<file path="config.mk">
export PLATFORM = sky130hd
export DESIGN_NAME = mc_ctrl_fsm
export DESIGN_NICKNAME = d
export VERILOG_FILES = /design/src/rtl/mc_ctrl_fsm.sv
export SDC_FILE = /design/constraint.sdc
export NUM_CORES = 1
export LEC_CHECK = 0
export BUFFER_PORTS_ARGS = -buffer_cell sky130_fd_sc_hd__buf_2
export CORE_AREA = 3 3 81 83
export DETAILED_ROUTE_END_ITERATION = 10
export DIE_AREA = 0 0 84 86
export GPL_ROUTABILITY_DRIVEN = 0
export PLACE_DENSITY_LB_ADDON = 0.08
export SLEW_MARGIN = 20
export SYNTH_ARGS = -nofsm -noshare
export SYNTH_HDL_FRONTEND = slang
export SYNTH_SLANG_ARGS = --single-unit
</file>
<file path="constraint.sdc">
create_clock -name clk -period 2.45 [get_ports clk]
set_input_delay 0.1225 -clock clk [delete_from_list [all_inputs] [get_ports clk]]
set_output_delay 0.1225 -clock clk [all_outputs]
set_load 0.005 [all_outputs]
</file>
<file path="src/rtl/mc_ctrl_fsm.sv">
// Control sequencer for the multi-cycle core: steps the shared datapath
// through IF/ID/EXE/MEM/WB one instruction at a time, absorbs a fixed SRAM
// read latency and counts retired instructions.
module mc_ctrl_fsm #(
  parameter int SRAM_LAT = 1,
  parameter int CNT_W    = 32
) (
  input  logic             clk,
  input  logic             reset,
  input  logic             run,
  input  logic             is_br,
  input  logic             is_jmp,
  input  logic             is_ld,
  input  logic             is_st,
  input  logic             gr_we_dec,
  input  logic             br_taken,
  output logic [2:0]       state,
  output logic             inst_sram_en,
  output logic             ir_we,
  output logic             data_sram_en,
  output logic             data_sram_we,
  output logic             rf_we,
  output logic             pc_we,
  output logic             pc_sel_br,
  output logic             retire,
  output logic [CNT_W-1:0] retire_cnt
);

  localparam logic [2:0] S_IF  = 3'd0;
  localparam logic [2:0] S_ID  = 3'd1;
  localparam logic [2:0] S_EXE = 3'd2;
  localparam logic [2:0] S_MEM = 3'd3;
  localparam logic [2:0] S_WB  = 3'd4;

  // Last wait-counter value of an SRAM access (data returns in this cycle).
  localparam logic [2:0] LAT_LAST = 3'(SRAM_LAT - 1);

  logic [2:0]       state_q, state_d;
  logic [2:0]       cnt_q, cnt_d;
  logic [CNT_W-1:0] rcnt_q, rcnt_d;

  logic cnt_inc;
  logic ien_c, irwe_c, den_c, dwe_c, rfwe_c, pcwe_c, sel_c, ret_c;

  // Next-state decode and per-phase enables from state, wait count and decode.
  always_comb begin
    state_d = state_q;
    cnt_inc = 1'b0;
    ien_c   = 1'b0;
    irwe_c  = 1'b0;
    den_c   = 1'b0;
    dwe_c   = 1'b0;
    rfwe_c  = 1'b0;
    pcwe_c  = 1'b0;
    sel_c   = 1'b0;
    ret_c   = 1'b0;
    case (state_q)
      S_IF: begin
        // run only matters on the first IF cycle; once a fetch is in
        // flight it completes regardless of run.
        if ((cnt_q == 3'd0) && !run) begin
          state_d = S_IF;
        end else begin
          cnt_inc = 1'b1;
          ien_c   = (cnt_q == 3'd0);
          if (cnt_q == LAT_LAST) begin
            irwe_c  = 1'b1;
            state_d = S_ID;
          end else begin
            state_d = S_IF;
          end
        end
      end
      S_ID: begin
        // Branches resolve here and skip the rest of the pipeline.
        if (is_br) begin
          pcwe_c  = 1'b1;
          sel_c   = br_taken;
          ret_c   = 1'b1;
          state_d = S_IF;
        end else begin
          state_d = S_EXE;
        end
      end
      S_EXE: begin
        if (is_ld || is_st) begin
          state_d = S_MEM;
        end else begin
          state_d = S_WB;
        end
      end
      S_MEM: begin
        cnt_inc = 1'b1;
        if (cnt_q == 3'd0) begin
          den_c = 1'b1;
          // A load+store decode is treated as a load: no write strobe.
          dwe_c = is_st & ~is_ld;
        end else begin
          den_c = 1'b0;
        end
        if (cnt_q == LAT_LAST) begin
          if (is_ld) begin
            state_d = S_WB;
          end else begin
            pcwe_c  = 1'b1;
            sel_c   = 1'b0;
            ret_c   = 1'b1;
            state_d = S_IF;
          end
        end else begin
          state_d = S_MEM;
        end
      end
      S_WB: begin
        rfwe_c  = gr_we_dec;
        pcwe_c  = 1'b1;
        sel_c   = is_jmp;
        ret_c   = 1'b1;
        state_d = S_IF;
      end
      default: begin
        state_d = S_IF;
      end
    endcase
  end

  // Wait counter restarts on every state change, counts IF/MEM cycles.
  always_comb begin
    if (state_d != state_q) begin
      cnt_d = 3'd0;
    end else if (cnt_inc) begin
      cnt_d = cnt_q + 3'd1;
    end else begin
      cnt_d = cnt_q;
    end
  end

  // Retired-instruction count advances on each retire pulse and wraps.
  always_comb begin
    if (ret_c) begin
      rcnt_d = rcnt_q + CNT_W'(1);
    end else begin
      rcnt_d = rcnt_q;
    end
  end

  // State, wait counter and retire counter registers.
  always_ff @(posedge clk or posedge reset) begin
    if (reset) begin
      state_q <= S_IF;
      cnt_q   <= 3'd0;
      rcnt_q  <= '0;
    end else begin
      state_q <= state_d;
      cnt_q   <= cnt_d;
      rcnt_q  <= rcnt_d;
    end
  end

  // Enables are forced low while reset is held so an aborted instruction
  // cannot issue a request or retire.
  assign inst_sram_en = ien_c  & ~reset;
  assign ir_we        = irwe_c & ~reset;
  assign data_sram_en = den_c  & ~reset;
  assign data_sram_we = dwe_c  & ~reset;
  assign rf_we        = rfwe_c & ~reset;
  assign pc_we        = pcwe_c & ~reset;
  assign pc_sel_br    = sel_c  & ~reset;
  assign retire       = ret_c  & ~reset;
  assign state        = state_q;
  assign retire_cnt   = rcnt_q;

endmodule
</file>
# ---- Yosys cells after proc, flatten, opt, wreduce, memory -nomap -nowiden
# Cells that the tools add are included.
dict set report op_classes {
  eq_ne 5
  mux 26
  reduce_logical 6
  bitwise 10
  addsub 2
}
# op n
set op_table {}
lappend op_table {{$add A32 B1 Y32 const B} 1}
lappend op_table {{$mux W1} 16}
lappend op_table {{$mux W3} 5}
lappend op_table {{$pmux W3 S4} 1}
lappend op_table {{$and A1 B1 Y1} 8}
lappend op_table {{$eq A3 B2 Y1 const B} 2}
lappend op_table {{$logic_not A3 Y1} 2}
lappend op_table {{$pmux W1 S2} 2}
lappend op_table {{$add A3 B1 Y3 const B} 1}
lappend op_table {{$eq A3 B1 Y1 const B} 1}
lappend op_table {{$eq A3 B3 Y1 const B} 1}
lappend op_table {{$ne A3 B3 Y1} 1}
lappend op_table {{$pmux W1 S3} 1}
lappend op_table {{$mux W2} 1}
lappend op_table {{$not A1 Y1} 2}
lappend op_table {{$reduce_bool A2 Y1} 1}
lappend op_table {{$logic_and A1 B1 Y1} 1}
lappend op_table {{$logic_not A1 Y1} 1}
lappend op_table {{$logic_or A1 B1 Y1} 1}
dict set report totals {
  reg_bits 38
  elab_cells 52
  out_inout_bits 43
}

# ---- Longest topological paths before layout
# Gate-level depths: netlist (run 1).
dict set report depth {
  word_depth 6
  ltp_mapped 8
  depth_no_buf 7
}

# ---- Worst setup path after synthesis (run 1)
# No wires, ideal clock.
dict set report synth_path {
  path_kind {register to register}
  from {register cnt_q[0]}
  to {register rcnt_q[29] (netlist: retire_cnt[29])}
  synth_period_minus_slack_ps 1916
  path_buffers 1
  path_stages_with_launch 9
  setup_time_ps 79
  path_slack_ps 534
  t_arrival_ps 1837
  cell_sequence {dfrtp_1 > inv_1 > ha_1 > nor2b_2 > nor4b_4 > o2111ai_2 > buf_6 > nor3_2 > xor2_1}
}
dict set report synth_between {
  elab_chain_cells 3
}
# item line_no
set synth_rtl {}
lappend synth_rtl {{start: declaration} 39} ;# logic [2:0] cnt_q, cnt_d;
lappend synth_rtl {{start signal: assignment} 155} ;# cnt_q <= cnt_d;
lappend synth_rtl {{$logic_not A3 Y1} 101} ;# if (cnt_q == LAT_LAST) begin
lappend synth_rtl {{$mux W1} 101}
lappend synth_rtl {{$pmux W1 S3} 57} ;# case (state_q)
lappend synth_rtl {{end signal: assignment} 156} ;# rcnt_q <= rcnt_d;
lappend synth_rtl {{end: declaration} 40} ;# logic [CNT_W-1:0] rcnt_q, rcnt_d;
# Every way passes these cells.
# A chain may end at the register's enable or synchronous reset.

# ---- Worst setup path in the final report (run 1)
dict set report layout_path {
  from {register state_q[2] (netlist: state[2])}
  to {register rcnt_q[31] (netlist: retire_cnt[31])}
}
dict set report layout_between {
  elab_chain_cells 2
  elab_cells_between_ends 4
  cone_classes {eq/ne: 3; mux: 1}
}
# item line_no
set layout_rtl {}
lappend layout_rtl {{start: declaration} 38} ;# logic [2:0] state_q, state_d;
lappend layout_rtl {{start signal: assignment} 154} ;# state_q <= state_d;
lappend layout_rtl {{$eq A3 B3 Y1 (tied with other cells)} 57}
lappend layout_rtl {{$pmux W1 S3 *} 57}
# Every way passes the cells marked *; elsewhere a longest branch is shown, timed or not.

==> flow_metrics.tcl, run 1 <==
set metrics [dict create \
    status "finished clean" \
    path_max_fanout 11 \
    ys.flop_type "dfrtp_1" \
    async_flop_share_pct 100.0 \
    antenna_found_initial 0 \
    die_y_um 86 \
    syn_nets 209 \
    cts.clk_slew.worst_paths_ns 0.07 \
    power_leakage_nw 1.154 \
    vias_per_cell 4.667 \
    crit_buf_inv 0 \
    area_growth_pct 20.87 \
    slowest_stage "dfrtp_1" \
    synth_warnings 0 \
    grt_max_degree 28 \
    core-area_um2 5921 \
    start_kind "flop" \
    fmax_mhz 470.2 \
    post-place-ws_ns 0.3055 \
    drive_gt1_share_pct 32.94 \
    num_vias 1540 \
    cts_tree "yes" \
    avgRoutedWirePerCell_um 12.93 \
    required_ns 2.67 \
    track_usage_pct 12.93 \
    worstPathArrival_ns 2.34 \
    clock-sinks 38 \
    finalClockSkew_ns 0.004402 \
    r2r-start "state[2]" \
    drc 0 \
    avgSynthCellArea_um2 10.31 \
    slew_violations 0 \
    worstSetupPathType "flop to flop" \
    ys_types 39 \
    worst_slew_margin_rel_pct 55.15 \
    clock_latency_ns 0.29 \
    end_kind "flop" \
    holdCritPathClass "input port to flop" \
    swShare_pct 34.46 \
    hold_violations 0 \
    synth_area_um2 2032 \
    antenna_left 0 \
    grt_setup_unrepaired "no" \
    startpoint "state[2]" \
    dpl.hpwl_um 3226 \
    n_antenna_cell 0 \
    die_w_um 84 \
    worstMarginPinSlew_ns 0.6728 \
    syn_inst 197 \
    cts_root_buffer "clkbuf_8" \
    grt_pass1_wl_um 7590 \
    holdCritStartpoint "is_ld" \
    slowest_delay_ns 0.52 \
    grt_pass1_vias 1553 \
    ys_seq_area_share_pct 46.80 \
    p_sw_w 0.0006408 \
    combinationalPowerShare_pct 30.8 \
    period_minus_slack_ns 2.127 \
    setup_slack_ns 0.3234 \
    seq_power_share_pct 44.7 \
    initial_core_util_pct 34.32 \
    tns_ns 0 \
    totalWireLength_um 4266 \
    synth_edf_count 0 \
    crit_family "simple AND/OR/NAND/NOR gates" \
    final_nets 266 \
    internal_power_w 0.001219 \
    drtIter0Drc 56 \
    num_rows 28 \
    path_cells "or2b_2, a21oi_4, o2111ai_2, nor4_2, xor2_1" \
    powerDensity_nw_per_um2 757.1 \
    ios 52 \
    ys_ff_latch 38 \
    ir_drop_uv 277.0 \
    cts-htree-levels 2 \
    drv_cap 0 \
    drtPass1Iterations 4 \
    grt.overflow.total 0 \
    clock_path_buffers 2 \
    numCtsBuffers 5 \
    die_area_um2 7224 \
    portBuffers 51 \
    setup_viol 0 \
    finalCritPeriodShare_pct 86.80 \
    pwr-share-clk_pct 24.5 \
]
==> timing repair <==
action | in CTS | in global routing
gates resized for setup | 0 | 0
hold endpoints to repair | 11 | 0
setup buffers | 0 | 0
hold buffers | 1 | 0
==> layer usage <==
metal  global-route usage, %  routed length (um)
met1                   17.91                2084
met2                   19.60                1895
met3                   3.458                 220
met4                   4.386                  65
met5                       0                   0
==> synth_stat cells, types with 3 or more instances <==
library cell | instances | area [um^2]
nand3_1 | 13 | 65.06
dfrtp_1 | 38 | 950.9
buf_6 | 4 | 45.04
inv_1 | 12 | 45.04
nor4_2 | 3 | 37.54
nor2_1 | 26 | 97.59
nand4_1 | 6 | 37.54
nor3_1 | 6 | 30.03
nand2_1 | 14 | 52.55
xor2_1 | 14 | 122.6
nor3_2 | 4 | 40.04
xnor2_1 | 19 | 166.4
a21oi_1 | 4 | 20.02
ha_1 | 3 | 37.54
==> cells in the final DEF (no fill, tap or decap), drive strengths merged, types with 2 or more instances in the layout <==
cell type | Yosys | layout
ha | 3 | 3
clkbuf | 0 | 6
or2 | 2 | 2
nand4 | 6 | 6
inv | 12 | 12
nand3b | 2 | 2
nor4 | 3 | 3
nor3b | 2 | 2
buf | 6 | 55
dfrtp | 38 | 38
and3 | 2 | 2
nand3 | 14 | 14
a21oi | 5 | 5
nor2 | 26 | 26
and2 | 2 | 2
o21ai | 2 | 2
xor2 | 14 | 14
xnor2 | 19 | 19
nor3 | 10 | 10
nand2 | 14 | 14
o21bai | 2 | 2
==> final cells by class <==
| type | count | area, um^2 |
|---|---|---|
| Fill cell | 596 | 3465 |
| Multi-Input combinational cell | 141 | 975.9 |
| Sequential cell | 38 | 950.9 |
| Timing Repair Buffer | 56 | 295.3 |
| Tap cell | 75 | 93.84 |
| Clock buffer | 6 | 82.58 |
| Inverter | 12 | 45.04 |
| Clock inverter | 2 | 12.51 |
==> power by group through the flow <==
| stage | logic (W) | clock network, W | registers, W |
|---|---|---|---|
| CTS | 0.000586 | 0.000480 | 0.000830 |
| global placement | 0.000582 | 0 | 0.000842 |
| global route | 0.000658 | 0.000504 | 0.000850 |
| floorplan | 0.000440 | 0 | 0.000815 |
| finish | 0.000573 | 0.000456 | 0.000831 |
| detailed placement | 0.000583 | 0 | 0.000841 |
==> state kept, by name, summed over array words and instances (netlist names) <==
name / cells
retire_cnt: 32
cnt_q: 3
state: 3
==> per-stage QoR <==
| stage | util (%) | total power, W | std cells | instance area, um^2 | hold slack [ns] |
|---|---|---|---|---|---|
| floorplan | - | 0.001255 | 197 | 2032 | 0.2749 |
| global placement | 39.71 | 0.001424 | 321 | 2351 | 0.2196 |
| detailed placement | 39.71 | 0.001424 | 321 | 2351 | 0.2062 |
| CTS | 41.48 | 0.001896 | 330 | 2456 | 0.1397 |
| global route | 41.48 | 0.002012 | 330 | 2456 | 0.1435 |
| finish | 41.48 | 0.001859 | 330 | 2456 | 0.1466 |
==> kinds of logic (layout without fill, tap and decap cells) <==
| family | Yosys count | after routing | synth area share (%) |
|---|---|---|---|
| adder cells (fa/ha/maj) | 3 | 3 | 1.847 |
| AND/OR/NAND/NOR | 89 | 89 | 25.49 |
| flip-flops | 38 | 38 | 46.80 |
| multiplexers | 1 | 1 | 0.5541 |
| AO/OA/AOI/OAI | 15 | 15 | 5.912 |
| XOR/XNOR | 33 | 33 | 14.22 |
| buffers and inverters | 18 | 76 | 5.172 |
==> worst register-to-register path: cells and delay by family, from the launching register on <==
family | cells | cell delay (ns)
simple gates | 2 | 0.74
xor+xnor | 1 | 0.16
compound gates | 2 | 0.64
flops | 1 | 0.52
==> worst paths after layout <==
| path | to | slack (ns) | depth (start not counted) |
|---|---|---|---|
| max | retire_cnt[31] | 0.32 | 5 |
| min | state[2] | 0.15 | 3 |
| max reg2reg | retire_cnt[31] | 0.32 | 5 |
| min reg2reg | retire_cnt[31] | 0.47 | 1 |
| max in group asynchronous | retire_cnt[24] | 1.29 | 4 |
| min in group asynchronous | retire_cnt[3] | 0.43 | 3 |
Note: power is estimated with default switching activity, not from simulation.
==> run 2: changes to the inputs <==
CORE_AREA = 2 2 80 82   (was 3 3 81 83)
DIE_AREA = 0 0 82 84   (was 0 0 84 86)
==> flow_metrics.tcl, run 2 (same netlist as run 1, synthesis figures left out) <==
set metrics [dict create \
    dpl.hpwl_um 3150 \
    combinationalPowerShare_pct 30.8 \
    final_nets 265 \
    num_rows 29 \
    internal_power_w 0.001219 \
    power_leakage_nw 1.150 \
    cp.depth 5 \
    crit_family "simple AND/OR/NAND/NOR gates" \
    final_cell_mix "buf_2 (51), dfrtp_1 (38), nor2_1 (26), xnor2_1 (19)" \
    instances_no_fill 331 \
    area_growth_pct 20.50 \
    period_minus_slack_ns 2.090 \
    seq_area_um2 950.9 \
    swShare_pct 34.31 \
    slew_violations 0 \
    startpoint "state[0]" \
    cts_root_buffer "clkbuf_8" \
    placed_cells 323 \
    drc 0 \
    hold_ws_ns -0.02122 \
    path_cells "or2b_2, a21oi_4, o2111ai_2, nor4_2, xor2_1" \
    worstReg2RegEnd "retire_cnt[31]" \
    drtIter0Drc 36 \
    clock_latency_ns 0.29 \
    crit_end "retire_cnt[31]" \
    die_w_um 82 \
    start_kind "flop" \
    routed-wl-met3_um 180 \
    numCtsBuffers 5 \
    track_usage_pct 13.39 \
    status "complete, but fails checks" \
    seq_power_share_pct 44.7 \
    p_sw_w 0.0006366 \
    worstPathArrival_ns 2.31 \
    grt_setup_unrepaired "no" \
    worstSetupPathType "flop to flop" \
    cts_hold_buf 0 \
    worstMarginPinSlew_ns 0.6530 \
    antenna_left 0 \
    required_ns 2.67 \
    crit_buf_inv 0 \
    totalWireLength_um 4186 \
    slowest_delay_ns 0.50 \
    largest_register_ffs 32 \
    ios 52 \
    tns_ns 0 \
    end_kind "flop" \
    num_vias 1528 \
    ir_drop_uv 327.6 \
    grt_pass1_wl_um 7141 \
    holdCritPathClass "input port to async pin" \
    clock_path_buffers 2 \
    cts-htree-levels 2 \
    fillers 638 \
    hold_violations 33 \
    regToRegSetupSlack_ns 0.36 \
    multi_input_area_um2 975.9 \
    rr_worst_depth 5 \
    finalClockSkew_ns 0.006553 \
    antenna_found_initial 0 \
    drv_cap 0 \
    cts_tree "yes" \
    post-cts-setup-buffer-count 0 \
    setup_viol 0 \
    path_max_fanout 12 \
    violations "hold timing" \
    clock-sinks 38 \
    drive_gt1_share_pct 33.07 \
    die_area_um2 6888 \
    grt.overflow.total 0 \
    cts.repair.resized 0 \
    avgRoutedWirePerCell_um 12.65 \
    worst_slew_margin_rel_pct 56.47 \
    slowest_stage "dfrtp_1" \
    r2r-start "state[0]" \
    finalCritPeriodShare_pct 85.29 \
    die_y_um 84 \
    fmax_mhz 478.6 \
    core-area_um2 6096 \
    cts.clk_slew.worst_paths_ns 0.08 \
    final_core_util_pct 40.17 \
    powerDensity_nw_per_um2 757.8 \
    grt_max_degree 39 \
    wl_met2_um 1914 \
    wl_met1_um 2037 \
    top_layer_used "met4" \
    n_antenna_cell 0 \
    drtPass1Iterations 4 \
    initial_core_util_pct 33.33 \
    vias_per_cell 4.616 \
    grt_pass1_vias 1502 \
    portBuffers 51 \
    pwr-share-clk_pct 24.5 \
    layout_commonest_cell "buf_2" \
]
run 2: metal layers:
layer,vias to the layer above,track usage (%)
met1,720,18.84
met2,28,20.10
met3,6,3.680
met4,0,3.636
li1,774,-
met5,-,0
run 2: how the worst min path moves through the flow:
stage	cells after the start	to	slack (ns)
2_1_floorplan	1	pc_sel_br	0.27
3_3_place_gp	3	state[0]	0.32
3_5_place_dp	3	state[1]	0.32
4_1_cts	3	retire_cnt[13]	0.007
5_1_grt	3	retire_cnt[3]	0.03
6_report	3	retire_cnt[3]	-0.02
run 2: power by group through the flow:
stage / sequential [W] / clock, W / combinational (W)
floorplan: 0.000815 / 0 / 0.000440
global placement: 0.000843 / 0 / 0.000579
detailed placement: 0.000842 / 0 / 0.000581
CTS: 0.000831 / 0.000470 / 0.000584
global route: 0.000855 / 0.000498 / 0.000643
finish: 0.000829 / 0.000455 / 0.000571
run 2: final cells by class:
| class | count | area share, % |
|---|---|---|
| inverters | 12 | 1.840 |
| flip-flops and latches | 38 | 38.83 |
| clock buffers | 6 | 3.373 |
| multi-input cells | 141 | 39.86 |
| well taps | 77 | 3.935 |
| repair buffers | 55 | 11.65 |
| clock inverters | 2 | 0.5110 |
run 2: per-stage QoR:
stage	hold WS, ns	setup slack [ns]	cell area, um^2	power, W
2_1_floorplan	0.2749	0.5338	2032	0.001255
3_3_place_gp	0.3245	0.3534	2354	0.001422
4_1_cts	0.006558	0.3207	2449	0.001885
5_1_grt	0.02795	0.1398	2449	0.001996
3_5_place_dp	0.3213	0.3223	2354	0.001423
6_report	-0.02122	0.3605	2449	0.001856
run 2: tightest hold or removal path: cells and delay by family:
family	cells	cell delay, ns
buffers and inverters	3	0.59
==> run 3: changes to the inputs <==
CORE_AREA = 2 2 72 91   (was 2 2 80 82)
DIE_AREA = 0 0 74 93   (was 0 0 82 84)
==> flow_metrics.tcl, run 3 (same netlist as run 1, synthesis figures left out) <==
set metrics [dict create \
    status "complete, but fails checks" \
    violations "hold timing" \
    worstSetupPathType "flop to flop" \
    cts_root_buffer "clkbuf_8" \
    fillers 643 \
    required_ns 2.67 \
    rr_worst_depth 5 \
    area_growth_pct 20.81 \
    setup_slack_ns 0.3132 \
    met2_usage_pct 21.88 \
    drtIter0Drc 42 \
    cts_tree "yes" \
    portBuffers 51 \
    die_area_um2 6882 \
    gr-usage-met1_pct 17.22 \
    totalWireLength_um 4188 \
    grt.overflow.total 0 \
    fmax_mhz 468.0 \
    drive_gt1_share_pct 32.68 \
    cts.repair.resized 0 \
    worstPathArrival_ns 2.36 \
    die_w_um 74 \
    drtPass1Iterations 4 \
    post-cts-setup-buffer-count 0 \
    multi_input_area_um2 975.9 \
    grt_max_degree 39 \
    final_nets 265 \
    path_cells "or2b_2, a21oi_4, o2111ai_2, nor4_2, xor2_1" \
    largest_register_ffs 32 \
    start_kind "flop" \
    period_minus_slack_ns 2.137 \
    pwr-share-clk_pct 24.0 \
    tns_ns 0 \
    slowest_stage "dfrtp_1" \
    worstMarginPinSlew_ns 0.7347 \
    antenna_left 0 \
    power_leakage_nw 1.151 \
    r2r-start "state[0]" \
    grt_pass1_vias 1540 \
    post-place-ws_ns 0.2854 \
    dpl.hpwl_um 3104 \
    initial_core_util_pct 33.61 \
    clock_latency_ns 0.29 \
    instances_no_fill 339 \
    worst_slew_margin_rel_pct 51.02 \
    core-area_um2 6046 \
    n_antenna_cell 0 \
    grt_most_used_layer "met2" \
    avgRoutedWirePerCell_um 12.35 \
    seq_area_um2 950.9 \
    slowest_delay_ns 0.50 \
    power_w 0.001841 \
    ir_drop_uv 253.9 \
    regToRegSetupSlack_ns 0.31 \
    grt_pass1_wl_um 7231 \
    seq_power_share_pct 45.0 \
    layout_commonest_cell "buf_2" \
    hold_violations 15 \
    clock_path_buffers 2 \
    num_rows 32 \
    swShare_pct 33.74 \
    antenna_found_initial 0 \
    final_cell_mix "buf_2 (51), dfrtp_1 (38), nor2_1 (26), xnor2_1 (19)" \
    track_usage_pct 13.60 \
    met3_usage_pct 3.772 \
    numCtsBuffers 5 \
    p_sw_w 0.0006211 \
    grt_setup_unrepaired "no" \
    drv_cap 0 \
    clock-sinks 38 \
    end_kind "flop" \
    vias_per_cell 4.543 \
    setup_viol 0 \
    cts.clk_slew.worst_paths_ns 0.08 \
    slew_violations 0 \
    num_vias 1540 \
    finalCritPeriodShare_pct 87.21 \
    ios 52 \
    worstReg2RegEnd "retire_cnt[31]" \
    powerDensity_nw_per_um2 749.9 \
    hold_ws_ns -0.01762 \
    placed_cells 331 \
    internal_power_w 0.001220 \
    combinationalPowerShare_pct 30.9 \
    holdCritPathClass "input port to async pin" \
    cts-htree-levels 2 \
    cts_hold_buf 0 \
    drc 0 \
    finalClockSkew_ns 0.009353 \
    path_max_fanout 12 \
    die_y_um 93 \
]
-- run 3: cell types whose count changed in the layout (fill, tap and decap cells not counted), sizes merged --
cell      before  now
clkbuf         6    7
clkinvlp       1    0
-- run 3: area by class of cell --
| type | count | share of cell area (%) |
|---|---|---|
| clock buffer | 7 | 3.517 |
| clock inverter | 1 | 0.2039 |
| inverter | 12 | 1.835 |
| multi-input combinational | 141 | 39.76 |
| sequential | 38 | 38.74 |
| tap | 85 | 4.332 |
| timing repair buffer | 55 | 11.62 |
-- run 3: worst max-delay path by stage --
stage,to,start,depth (start not counted)
final,retire_cnt[31],state[0],5
after global routing,retire_cnt[31],state[2],5
after CTS,retire_cnt[31],state[2],5
after detailed placement,retire_cnt[31],state[2],5
after global placement,retire_cnt[31],state[2],5
after floorplan,retire_cnt[29],cnt_q[0],8
-- run 3: metrics by stage --
stage,cell area (um^2),utilization (%)
finish,2455,40.60
global route,2455,40.60
CTS,2455,40.60
detailed placement,2364,39.09
global placement,2364,39.09
floorplan,2032,-
-- run 3: routing by layer --
| metal | share of wire, % | routed length, um |
|---|---|---|
| met4 | 1.5 | 63 |
| met5 | 0 | 0 |
| met3 | 5.9 | 245 |
| met2 | 49 | 2046 |
| met1 | 44 | 1833 |
-- run 3: power groups by stage --
| stage | logic, W | clock network [W] | registers, W |
|---|---|---|---|
| 2_1_floorplan | 0.000440 | 0 | 0.000815 |
| 3_3_place_gp | 0.000583 | 0 | 0.000842 |
| 3_5_place_dp | 0.000583 | 0 | 0.000843 |
| 4_1_cts | 0.000584 | 0.000470 | 0.000832 |
| 5_1_grt | 0.000653 | 0.000498 | 0.000853 |
| 6_report | 0.000569 | 0.000442 | 0.000829 |
-- run 3: worst max-delay path: cells and delay by family, from the launching register on --
family                    cells  cell delay [ns]
AOI/OAI and AO/OA             2             0.66
xor gates and xnor gates      1             0.16
DFF                           1             0.50
and+or+nand+nor               2             0.75
